File: src/rtl/stepper_pkg.sv
// rtl/stepper_pkg.sv - shared types and widths for the step sequencer
package stepper_pkg;

    localparam int STEP_W   = 16;
    localparam int PERIOD_W = 28;

    typedef enum logic [2:0] {
        ST_IDLE,
        ST_SETUP,
        ST_PULSE_HI,
        ST_PULSE_LO,
        ST_DONE
    } state_t;

    function automatic logic [PERIOD_W-1:0] clamp_period(
        input logic [PERIOD_W-1:0] period,
        input logic [PERIOD_W-1:0] min_period
    );
        return (period < min_period) ? min_period : period;
    endfunction

endpackage

File: src/rtl/step_timer.sv
// rtl/step_timer.sv - loadable down-counter; expired_o is high while the count sits at zero
module step_timer
    import stepper_pkg::*;
(
    input  logic                clk_i,
    input  logic                rst_ni,
    input  logic                load_i,
    input  logic [PERIOD_W-1:0] value_i,
    output logic                expired_o
);

    logic [PERIOD_W-1:0] cnt_q;

    always_ff @(posedge clk_i or negedge rst_ni) begin
        if (!rst_ni) begin
            cnt_q <= '0;
        end else if (load_i) begin
            cnt_q <= value_i;
        end else if (cnt_q != '0) begin
            cnt_q <= cnt_q - 1'b1;
        end
    end

    assign expired_o = (cnt_q == '0);

endmodule

File: src/rtl/step_sequencer.sv
// rtl/step_sequencer.sv - stepper motor move sequencer: dir setup, fixed-width step pulses, abort
module step_sequencer
    import stepper_pkg::*;
#(
    parameter int PULSE_W    = 1000,
    parameter int DIR_SETUP  = 200,
    parameter int MIN_PERIOD = 2000
) (
    input  logic                clock_in,
    input  logic                resetn,
    input  logic                cmd_valid,
    output logic                cmd_ready,
    input  logic [STEP_W-1:0]   cmd_steps,
    input  logic                cmd_dir,
    input  logic [PERIOD_W-1:0] cmd_period,
    input  logic                abort,
    output logic                step,
    output logic                dir,
    output logic                busy,
    output logic                done,
    output logic                aborted,
    output logic [STEP_W-1:0]   steps_done
);

    // Timer load values are duration-1 because the timer expires on its zero count.
    localparam logic [PERIOD_W-1:0] SETUP_LEN = PERIOD_W'(DIR_SETUP - 1);
    localparam logic [PERIOD_W-1:0] HI_LEN    = PERIOD_W'(PULSE_W - 1);
    localparam logic [PERIOD_W-1:0] HI_P1     = PERIOD_W'(PULSE_W + 1);
    localparam logic [PERIOD_W-1:0] MIN_P     = PERIOD_W'(MIN_PERIOD);

    state_t              state_q;
    logic [STEP_W-1:0]   steps_q;
    logic [STEP_W-1:0]   steps_done_q;
    logic [PERIOD_W-1:0] period_q;
    logic                step_q, dir_q, busy_q, done_q, aborted_q, ready_q, zero_q;
    logic                accept, tmr_load, tmr_exp;
    logic [PERIOD_W-1:0] tmr_val;

    assign accept = cmd_valid && ready_q && !abort;

    always_comb begin
        tmr_load = 1'b0;
        tmr_val  = '0;
        case (state_q)
            ST_IDLE: begin
                if (accept && cmd_steps != '0) begin
                    tmr_load = 1'b1;
                    tmr_val  = SETUP_LEN;
                end
            end
            ST_SETUP, ST_PULSE_LO: begin
                if (tmr_exp) begin
                    tmr_load = 1'b1;
                    tmr_val  = HI_LEN;
                end
            end
            ST_PULSE_HI: begin
                if (tmr_exp) begin
                    tmr_load = 1'b1;
                    tmr_val  = period_q - HI_P1;
                end
            end
            default: ;
        endcase
    end

    step_timer u_timer (
        .clk_i     (clock_in),
        .rst_ni    (resetn),
        .load_i    (tmr_load),
        .value_i   (tmr_val),
        .expired_o (tmr_exp)
    );

    always_ff @(posedge clock_in or negedge resetn) begin
        if (!resetn) begin
            state_q      <= ST_IDLE;
            steps_q      <= '0;
            steps_done_q <= '0;
            period_q     <= '0;
            step_q       <= 1'b0;
            dir_q        <= 1'b0;
            busy_q       <= 1'b0;
            done_q       <= 1'b0;
            aborted_q    <= 1'b0;
            ready_q      <= 1'b0;
            zero_q       <= 1'b0;
        end else begin
            done_q <= 1'b0;
            case (state_q)
                ST_IDLE: begin
                    // A zero-step move spends one busy cycle in IDLE before DONE.
                    if (zero_q) begin
                        state_q <= ST_DONE;
                        zero_q  <= 1'b0;
                        busy_q  <= 1'b0;
                        done_q  <= 1'b1;
                    end else if (accept) begin
                        steps_q      <= cmd_steps;
                        period_q     <= clamp_period(cmd_period, MIN_P);
                        dir_q        <= cmd_dir;
                        steps_done_q <= '0;
                        aborted_q    <= 1'b0;
                        busy_q       <= 1'b1;
                        ready_q      <= 1'b0;
                        if (cmd_steps == '0) begin
                            zero_q <= 1'b1;
                        end else begin
                            state_q <= ST_SETUP;
                        end
                    end else begin
                        ready_q <= 1'b1;
                    end
                end
                ST_SETUP, ST_PULSE_HI, ST_PULSE_LO: begin
                    if (abort) begin
                        state_q   <= ST_DONE;
                        step_q    <= 1'b0;
                        busy_q    <= 1'b0;
                        done_q    <= 1'b1;
                        aborted_q <= 1'b1;
                    end else if (tmr_exp) begin
                        if (state_q == ST_PULSE_HI) begin
                            state_q <= ST_PULSE_LO;
                            step_q  <= 1'b0;
                        end else if (state_q == ST_PULSE_LO &&
                                     steps_done_q + 1'b1 == steps_q) begin
                            steps_done_q <= steps_done_q + 1'b1;
                            state_q      <= ST_DONE;
                            busy_q       <= 1'b0;
                            done_q       <= 1'b1;
                        end else begin
                            if (state_q == ST_PULSE_LO) begin
                                steps_done_q <= steps_done_q + 1'b1;
                            end
                            state_q <= ST_PULSE_HI;
                            step_q  <= 1'b1;
                        end
                    end
                end
                ST_DONE: begin
                    state_q <= ST_IDLE;
                    ready_q <= 1'b1;
                end
                default: state_q <= ST_IDLE;
            endcase
        end
    end

    assign cmd_ready  = ready_q;
    assign step       = step_q;
    assign dir        = dir_q;
    assign busy       = busy_q;
    assign done       = done_q;
    assign aborted    = aborted_q;
    assign steps_done = steps_done_q;

endmodule

File: config.mk
export PLATFORM = sky130hd
export DESIGN_NAME = step_sequencer
export DESIGN_NICKNAME = d
export VERILOG_FILES = /design/src/rtl/stepper_pkg.sv /design/src/rtl/step_timer.sv /design/src/rtl/step_sequencer.sv
export SDC_FILE = /design/constraint.sdc
export NUM_CORES = 1
export LEC_CHECK = 0
export ABC_AREA = 1
export BUFFER_PORTS_ARGS = -buffer_cell sky130_fd_sc_hd__buf_2
export CAP_MARGIN = 0
export CORE_MARGIN = 8
export CORE_UTILIZATION = 55
export DETAILED_ROUTE_END_ITERATION = 8
export PLACE_DENSITY = 0.82
export SLEW_MARGIN = 20
export SYNTH_ARGS = -nofsm -noshare
export SYNTH_HDL_FRONTEND = slang
export SYNTH_SLANG_ARGS = --single-unit
File: constraint.sdc
create_clock -name clock_in -period 4.1 [get_ports clock_in]
set_clock_uncertainty 0.2 [all_clocks]
set_input_delay 0.82 -clock clock_in [delete_from_list [all_inputs] [get_ports clock_in]]
set_output_delay 0.82 -clock clock_in [all_outputs]
set_load 0.1 [all_outputs]
Word level (Yosys, flattened, before mapping). Cells that the tools add are included.

Reductions and logical operators: 23. Div/mod/pow operators: 0. Shift operators: 0. Multipliers: 0. Equal/unequal tests: 18. Multiplexer cells: 53. Bitwise operators: 1. Magnitude comparators: 1. Add/sub/neg operators: 3.

Operators by type and width (count): 16-bit 2-to-1 mux (7); 28-bit 2-to-1 mux (4); 28-bit case mux with 3 select lines (1); 16-bit case mux with 2 select lines (1); 28-bit logical NOT (1); 28-bit by 11-bit less-than comparator with 1-bit output, second input constant (1); 28-bit nonzero test (1); 28-bit by 1-bit subtractor with 28-bit output, second input constant (1); 28-bit by 10-bit subtractor with 28-bit output, second input constant (1); 1-bit 2-to-1 mux (25); 3-bit 2-to-1 mux (7); 16-bit by 1-bit adder with 16-bit output, second input constant (1); 16-bit == test (1); 16-bit logical NOT (1); 16-bit nonzero test (1); 3-bit inequality test, second input constant (4); 10-bit 2-to-1 mux (1); 1-bit case mux with 2 select lines (5); 3-bit by 1-bit inequality test with 1-bit output, second input constant (3); 3-bit AND reduction (3); 8-bit 2-to-1 mux (1); 2-bit inequality test, second input constant (4); 2-bit nonzero test (4); 7-bit AND reduction (1); 14 further kinds (19).

ROM bits: 0. Memories kept: 0. Register bits: 98. Word-level logic and storage cells: 111. Latch bits: 0. Memory bits (writable): 0. Output and inout port bits: 22.

Longest topological paths before layout.
Depth in word-level cells: 8. Gate-level depth with buffers: 17. Depth with buffers taken out: 17.

Cells and area by module. From an unflattened synthesis, not the netlist that was laid out.

Cell total of the unflattened synthesis: 948. Area total of the unflattened synthesis: 6391.1 um^2.

By module, submodules not included: step_sequencer (times used 1, sequential area each 1751.7 um^2, area each 4354.2 um^2, cells an instance 643); step_timer (times used 1, sequential area each 700.7 um^2, area each 2037.0 um^2, cells an instance 305).

Worst setup path after synthesis. OpenSTA, ideal clock, no wires.

Path type: reg2reg. From: register steps_done_q[0], in the netlist steps_done[0]. To: register busy_q, in the netlist busy. Period minus slack after synthesis: 2.800 ns. Required time: 3.770 ns. Arrival: 2.470 ns. Cell stages (with the launch flop): 17. Path slack: 1.300 ns. Path buffers: 0. Cell sequence: dfrtp_1 > ha_1 > nand2_1 > nor2_2 > nand2_1 > nand2_1 > nand2_1 > nand2_1 > nand2_1 > nor2_1 > nand3_1 > nor2_1 > nand2_1 > nand3_1 > nand2_1 > nand2_1 > nand2_1.

Cells in the longest elaborated chain, start to end: 5.

Ends and longest elaborated chain: from (decl) (line step_sequencer.sv:33) `logic [STEP_W-1:0] steps_done_q;`; from (signal assigned) (line step_sequencer.sv:128) `steps_done_q <= steps_done_q + 1'b1;`; from (signal assigned) (line step_sequencer.sv:134) `steps_done_q <= steps_done_q + 1'b1;`; 16-bit by 1-bit adder with 16-bit output (line step_sequencer.sv:127) `steps_done_q + 1'b1 == steps_q) begin`; 16-bit == test (line step_sequencer.sv:127); 1-bit logical AND (line step_sequencer.sv:126) `end else if (state_q == ST_PULSE_LO &&`; 3-bit by 1-bit inequality test with 1-bit output (no source line); 5-bit AND reduction (no source line); to (signal assigned) (line step_sequencer.sv:104) `busy_q <= 1'b1;`; to (signal assigned) (line step_sequencer.sv:119) `busy_q <= 1'b0;`; to (signal assigned) (line step_sequencer.sv:130) `busy_q <= 1'b0;`; to (decl) (line step_sequencer.sv:35) `logic step_q, dir_q, busy_q, done_q, aborted_q, ready_q, zero_q;`.

No other way between the ends. A chain may end at the register's enable or synchronous reset.

Final worst setup path.
From: register u_timer.cnt_q[0]. To: register u_timer.cnt_q[6].

Cells in the longest elaborated chain, start to end: 4. Elaborated cells on any way between the ends: 11. Classes of those cells: add/sub: 1; mux: 7; reduce/logical: 3.

Ends and longest elaborated chain: from (decl) (line step_timer.sv:12) `logic [PERIOD_W-1:0] cnt_q;`; from (signal assigned) (line step_timer.sv:18) `cnt_q <= value_i;`; from (signal assigned) (line step_timer.sv:20) `cnt_q <= cnt_q - 1'b1;`; branches (longest 4 deep; another with 28-bit by 1-bit subtractor with 28-bit output).

Parallel ways; which one is timed is not known. The select of a mux whose other input is x is not followed.

==> metrics.csv <==
metric,value,unit
outcome,"finished, final reports clean",
HPWL after detailed placement,12.4,mm
setup bufs post-CTS,0,
Fmax achieved,371,MHz
H-tree depth,3,
Layout Area Growth over Synthesis,11.6,%
Post-CTS Resized,0,
GRT Util Overall,22.5,%
CTS Buf Count,9,
PD cells,690,nW/um^2
most instantiated cells after synthesis,"nand2_1, nor2_1, inv_1",
met3 WL,785,um
ys flop type,dfrtp_1,
worst rel slew slack,51.2,%
VDD IR max,0.000417,V
WP data required,4.19,ns
grt total ovfl,0,
Async SR Flop Fraction,100,%
most numerous cell in the Yosys netlist,nand2_1,
Residual DRC,0,
Final Cycle Share,65.8,%
Core ar.,11300,um^2
synthesized instance count,894,
flop and latch count out of synthesis,98,
row count,39,
DIE WIDTH,123,um
WL final,16.0,mm
P_leak,3.44,nW
Die ar.,15200,um^2
Syn Std Cell Area,6310,um^2
filler cell count,1057,
layout cells sized above 1,16.3,%
Synth area leaders,"dfrtp_1, nand2_1, nor2_1",
final hold vios,0,
first-pass GRT wire length,27.4,mm
RSZ-0062 raised after global routing,false,
post-synth top area share,38.9,%
number of global-route vias before repair,5877,
routability cong.,0.904,
"CTS clk-pin slew, worst paths",0.08,ns
deepest clock path buffer count,2,
DR iter-0 viols,462,
CTS Hold Bufs,0,
MaxCap Viol Count,0,
post-synthesis sequential area ratio,38.9,%
drt wl/cell,14.4,um
CTS Root Cell,clkbuf_16,
total design power,4.86,mW
CTS Sinks,98,
post-route ant nets,0,
sequential cell area,2450,um^2
Startpoint Class,flip-flop,
Post-Route M1 WL,6.82,mm
Arrival @ worst endpoint,2.79,ns
"Clk Latency, worst-skew pair",0.35,ns
WS Path Type,flip-flop to flip-flop,
Multi-input gate area,3290,um^2
CP Capture Type,flip-flop,
Port Buffers,70,
Final #Nets,1013,
Final min period,2.70,ns
Via density,5.48,
synth warn,0,
routed wl met2,7.97,mm
final-report max-slew violation count,0,
pin count of the biggest net entering global routing,81,
TNS Setup,0,ns
Syn Area/Cell,7.06,um^2
Post-synth EDFFs,0,
Yosys cell types,44,
uppermost layer routed,met5,
antenna cells,0,
initial antenna violation count,1,
Vias,6075,
die height,123,um
Hold Path Class,flip-flop to flip-flop,
I/O Pins,71,
final core utilization,62.2,%
"critical path fanouts, max",14,
Yosys top cell by area,dfrtp_1,
drt pass-1 iters,5,
Synthesized Nets,946,
setup violators final,0,
Slew @ Worst Pin,0.729,ns
CTS tree,done,
initial core utilization,55.7,%
report_power, final:
group | total [mW] | internal [mW] | switching, mW
Sequential | 1.74 | 1.37 | 0.371
Combinational | 2.32 | 0.703 | 1.62
Clock | 0.794 | 0.414 | 0.379
Total | 4.86 | 2.49 | 2.37
placed cells by master, fill, tap and decap left out, types with 2 or more instances in the layout:
cell	n
a21oi_1	50
buf_2	69
buf_4	7
clkbuf_16	9
clkinv_2	3
clkinvlp_4	2
dfrtp_1	98
ha_1	3
inv_1	109
inv_2	5
inv_6	2
nand2_1	218
nand2_2	8
nand3_1	77
nand3_2	9
nand4_1	21
nor2_1	110
nor2_2	10
nor2_4	5
nor3_1	13
nor3_2	2
nor4_1	3
o211ai_1	2
o21ai_0	67
o21ai_1	6
o21ai_2	14
o22ai_1	3
or2_2	3
xnor2_1	8
xor2_1	14
layout make-up:
cell class	instances	share of cell area [%]
timing repair buffer	77	5.81
tap	143	2.54
clock buffer	9	3.20
sequential	98	34.8
clock inverter	7	0.729
inverter	115	6.15
multi-input combinational	660	46.7
per-stage QoR:
step | hold slack, ns | worst slack [ns] | cell area, um^2 | instances
2_1_floorplan | 0.261 | 1.30 | 6310 | 894
3_3_place_gp | 0.254 | 1.28 | 6760 | 1093
3_5_place_dp | 0.264 | 1.23 | 6760 | 1093
4_1_cts | 0.278 | 1.44 | 7040 | 1109
5_1_grt | 0.317 | 1.17 | 7040 | 1109
6_report | 0.274 | 1.40 | 7040 | 1109
critical path: stages, from the launching register on:
cell and delay (ns):
dfrtp_1 0.39, inv_1 0.12, ha_1 0.22, nand2_1 0.10
nor2_2 0.12, inv_2 0.07, nor3_2 0.17, nand3_1 0.11
nor2_2 0.21, nand2_2 0.23, inv_2 0.27, o21ai_0 0.12
o21ai_0 0.18, nor2_1 0.06, nor2_1 0.08
flip-flops by register name, summed over array words and instances, names as in the netlist:
| register | flops |
|---|---|
| aborted | 1 |
| busy | 1 |
| cmd_ready | 1 |
| dir | 1 |
| done | 1 |
| period_q | 28 |
| state_q | 3 |
| step | 1 |
| steps_done | 16 |
| steps_q | 16 |
| u_timer.cnt_q | 28 |
| zero_q | 1 |
logic make-up after synthesis:
| group | share of synthesized area, % |
|---|---|
| simple gates | 34.7 |
| compound gates | 13.2 |
| buf+inv | 8.94 |
| flops | 38.9 |
| xor+xnor | 3.41 |
| fa+ha+maj | 0.595 |
| mux | 0.178 |
path summary, 6_finish.rpt:
check,start,to,slack [ns],cells after the start
min in group asynchronous,resetn,u_timer.cnt_q[1],0.31,1
max reg2reg,u_timer.cnt_q[0],u_timer.cnt_q[6],1.40,14
min reg2reg,dir,dir,0.27,2
max in group asynchronous,resetn,steps_done[13],2.74,2
min,dir,dir,0.27,2
max,u_timer.cnt_q[0],u_timer.cnt_q[6],1.40,14
layer usage:
metal  up-vias  GRT usage (%)
li1       3030              -
met2       203           38.4
met5         -              0
met3        34           3.93
met1      2806           27.8
met4         2           8.73
Note: power is estimated with default switching activity, not from simulation.
